===== config.mk =====
export PLATFORM = sky130hd
export DESIGN_NAME = qed_sat_counter
export DESIGN_NICKNAME = d
export VERILOG_FILES = /design/src/rtl/qed_sat_counter.sv
export SDC_FILE = /design/constraint.sdc
export NUM_CORES = 1
export LEC_CHECK = 0
export ABC_AREA = 1
export CORE_ASPECT_RATIO = 0.7
export CORE_MARGIN = 8
export CORE_UTILIZATION = 50
export DETAILED_ROUTE_END_ITERATION = 10
export DONT_BUFFER_PORTS = 1
export GPL_TIMING_DRIVEN = 0
export PLACE_DENSITY_LB_ADDON = 0.05
export SLEW_MARGIN = 40
export SYNTH_ARGS = -nofsm -noshare
export SYNTH_HDL_FRONTEND = slang
export SYNTH_SLANG_ARGS = --single-unit

===== constraint.sdc =====
create_clock -name clk -period 1.8 [get_ports clk]
set_clock_uncertainty 0.2 [all_clocks]
set_input_delay 0.36 -clock clk [delete_from_list [all_inputs] [get_ports clk]]
set_output_delay 0.36 -clock clk [all_outputs]
set_load 0.005 [all_outputs]

===== src/rtl/qed_sat_counter.sv =====
// Saturating commit counter.
// Ports:
//   clk, resetn  - clock and asynchronous active-low reset
//   inc          - increment request
//   clr          - synchronous clear, wins over inc
//   count        - registered count value
//   count_nxt_c  - value count will take at the next rising edge
//   overflow_c   - increment attempted while already saturated (this cycle)
module qed_sat_counter #(
  parameter int unsigned COUNT_W = 16
) (
  input  logic               clk,
  input  logic               resetn,
  input  logic               inc,
  input  logic               clr,
  output logic [COUNT_W-1:0] count,
  output logic [COUNT_W-1:0] count_nxt_c,
  output logic               overflow_c
);

  logic [COUNT_W-1:0] count_q;
  logic [COUNT_W-1:0] count_d;
  logic               sat_c;

  // Next-value logic: clear, saturating increment or hold.
  always_comb begin
    count_d    = count_q;
    overflow_c = 1'b0;
    sat_c      = &count_q;
    if (clr) begin
      count_d = '0;
    end else if (inc) begin
      if (sat_c) begin
        overflow_c = 1'b1;
      end else begin
        count_d = count_q + COUNT_W'(1);
      end
    end
  end

  always_ff @(posedge clk or negedge resetn) begin
    if (!resetn) begin
      count_q <= '0;
    end else begin
      count_q <= count_d;
    end
  end

  assign count       = count_q;
  assign count_nxt_c = count_d;

endmodule


==> impl_metrics.ini <==
[floorplan]
start_util = 0.522
die-area_um2 = 4020
num_rows = 14
pin_count = 37
die_y_um = 55.5
core_region_area_um2 = 2140
die_w_um = 72.4

[global_routing]
antenna_found_initial = 0
grt_max_degree = 17
grt_pass1_vias = 1073
grt-ovfl-total = 0
grt_pass1_wl_mm = 5.13
grt_usage = 0.156

[logic_synthesis]
syn-instance-count = 164
synthTopCellsByCount = nand2_1 (53), nor2_1 (31), inv_1 (17)
synthMostInstantiatedCell = nand2_1
synth-seq-cells = 16
seq_area_frac_synth = 0.359
ys_types = 19
synth_top_cell_by_area = dfrtp_1
postSynthAreaPerCell_um2 = 6.80
synth.cell_area_um2 = 1110
yosysWarnings = 0
synth_top_area_frac = 0.359
ys_async_sr_fraction = 1.00
syn-num-nets = 169
synth_top_flop_cell = dfrtp_1
synth_edf_count = 0
synthTopCellsByArea = dfrtp_1 (36%), nand2_1 (18%), nor2_1 (10%), nand3_1 (6.3%), inv_1 (5.7%)

[layout]
diodes = 0
final_util = 0.655
areaGrowthSynthToFinish_pct = 25.5
final_layout_size_suffix_gt1_frac = 0.420
largest_reg_flops = 16
nets = 182

[pwr]
p_seq_frac = 0.531
comb_power_share = 0.122
power_frac_clock = 0.348
vdd_ir_drop_max_mv = 0.334
p_switching_w = 0.000199
power_density_nw_per_um2 = 517
switching_share = 0.275
leakage_nw = 0.672
p_int_w = 0.000524

[critical_path]
required_ns = 1.24
cpPeakStageDelay_ns = 0.45
cp-start-kind = register
cp_max_fo = 5
regToRegSetupSlack_ns = 0.08
path_cells = ha_4, nand2_4, nor2_4, nand3_4, nor3_4, nand3_2, nand2_2
crit_arrival_ns = 1.76
end_kind = output pin
slowest_stage = dfrtp_2
path_class = register to output pin

[timing]
fmax_mhz = 431
min_period_over_period = 1.29
setup_viol = 17
maxSlewViolCount = 0
rsz0062_at_grt = true
setup_ws_ns = -0.520
slew_headroom = 0.754
finalHoldViolCount = 0
fin_crit_ns = 2.32
worst_pin_slew_ns = 0.369
holdWs_ns = 0.0685

[routing]
drt_iter0_markers = 45
dr_total_vias = 1051
dr.pass1.iters = 4
drt-total-wl_mm = 3.02
drt.antenna.violating_nets = 0
drc = 0
viasPerCell = 5.05
wl_per_cell_um = 14.5

[job]
maxCapViolations = 0

[cts]
clkTransAtPathRegs_ns = 0.11
cts_made_buffers = 3
cts_tree = yes
cts_root_buf = clkbuf_4
htree_levels = 1
clk_latency_ns = 0.30
cts_sinks = 16
cts_buffer_depth = 2

[run_status]
run_status = finished with violations
violations = setup timing

[place]
numPortBuffers = 0
dp_hpwl_mm = 2.17
gp_congestion = 0.832

[min_path]
worst_hold_path_type = input port to register
## power by group through the flow
stage / logic (W) / clock network (W) / registers, W
after floorplan: 0.0000482 / 0 / 0.000385
after CTS: 0.0000811 / 0.000256 / 0.000383
after global routing: 0.0000988 / 0.000264 / 0.000386
after global placement: 0.0000557 / 0 / 0.000388
final: 0.0000879 / 0.000252 / 0.000384
after detailed placement: 0.0000574 / 0 / 0.000388
## critical path, delay by kind of cell, from the launching register on
kind | cells | cell delay, ns
simple gates | 6 | 0.84
flops | 1 | 0.45
fa+ha+maj | 1 | 0.17
## area by class of cell
cell class | count | area [µm²]
sequential | 16 | 414
clock buffer | 4 | 36.3
inverter | 20 | 75.1
timing repair buffer | 8 | 62.6
fill | 191 | 738
multi-input combinational | 127 | 763
tap | 32 | 40.0
buffer | 1 | 7.51
## what timing repair did
| item | CTS | global route |
|---|---|---|
| hold endpoints to repair | 19 | 16 |
| pin swaps | 14 | 12 |
| resized for setup | 17 | 18 |
| setup buffers | 4 | 1 |
| endpoints found under the setup margin | 22 | 26 |
| hold buffers | 2 | 1 |
## cells by family (layout without fill, tap and decap cells)
family          Yosys count  count (layout)  share of synthesized area
flops                    16              16                      0.359
compound gates            6               6                     0.0314
xor+xnor                  1               1                    0.00786
simple gates            119             119                      0.516
buf+inv                  21              33                     0.0741
fa+ha+maj                 1               1                     0.0112
## layout by cell type (no fill, tap or decap)
| cell | count |
|---|---|
| a21oi_1 | 2 |
| a21oi_2 | 2 |
| buf_2 | 1 |
| buf_4 | 6 |
| clkbuf_4 | 3 |
| clkbuf_8 | 1 |
| dfrtp_1 | 5 |
| dfrtp_2 | 11 |
| dlygate4sd3_1 | 2 |
| ha_4 | 1 |
| inv_1 | 16 |
| inv_2 | 4 |
| nand2_1 | 46 |
| nand2_2 | 8 |
| nand2_4 | 3 |
| nand3_1 | 10 |
| nand3_2 | 6 |
| nand3_4 | 1 |
| nand4_1 | 1 |
| nor2_1 | 17 |
| nor2_2 | 17 |
| nor2_4 | 8 |
| nor2_8 | 1 |
| nor3_4 | 1 |
| o21bai_1 | 2 |
| xnor2_1 | 1 |
## worst paths after layout
check,startpoint,to,depth (start not counted)
max in group asynchronous,resetn,count[10],2
max,count[0],count_nxt_c[15],7
min in group asynchronous,resetn,count[0],2
min,inc,count[7],3
min reg2reg,count[6],count[6],3
max reg2reg,count[0],count[8],10
## stage by stage
step / instances / cell area [µm²] / setup TNS (ns) / worst slack, ns / power (W)
finish: 208 / 1400 / -7.87 / -0.520 / 0.000723
global route: 208 / 1400 / -9.45 / -0.598 / 0.000749
CTS: 206 / 1350 / -7.80 / -0.484 / 0.000720
detailed placement: 196 / 1190 / -3.85 / -0.290 / 0.000445
global placement: 196 / 1190 / -3.54 / -0.276 / 0.000444
floorplan: 164 / 1150 / -0.923 / -0.100 / 0.000433
## routing by layer
| metal | up-vias | wire length (µm) | GRT usage |
|---|---|---|---|
| li1 | 530 | - | - |
| met4 | 0 | 21 | 0.0341 |
| met3 | 4 | 247 | 0.0594 |
| met5 | - | 0 | 0 |
| met2 | 25 | 1350 | 0.232 |
| met1 | 492 | 1400 | 0.207 |
(Power assumes the default switching activity.)
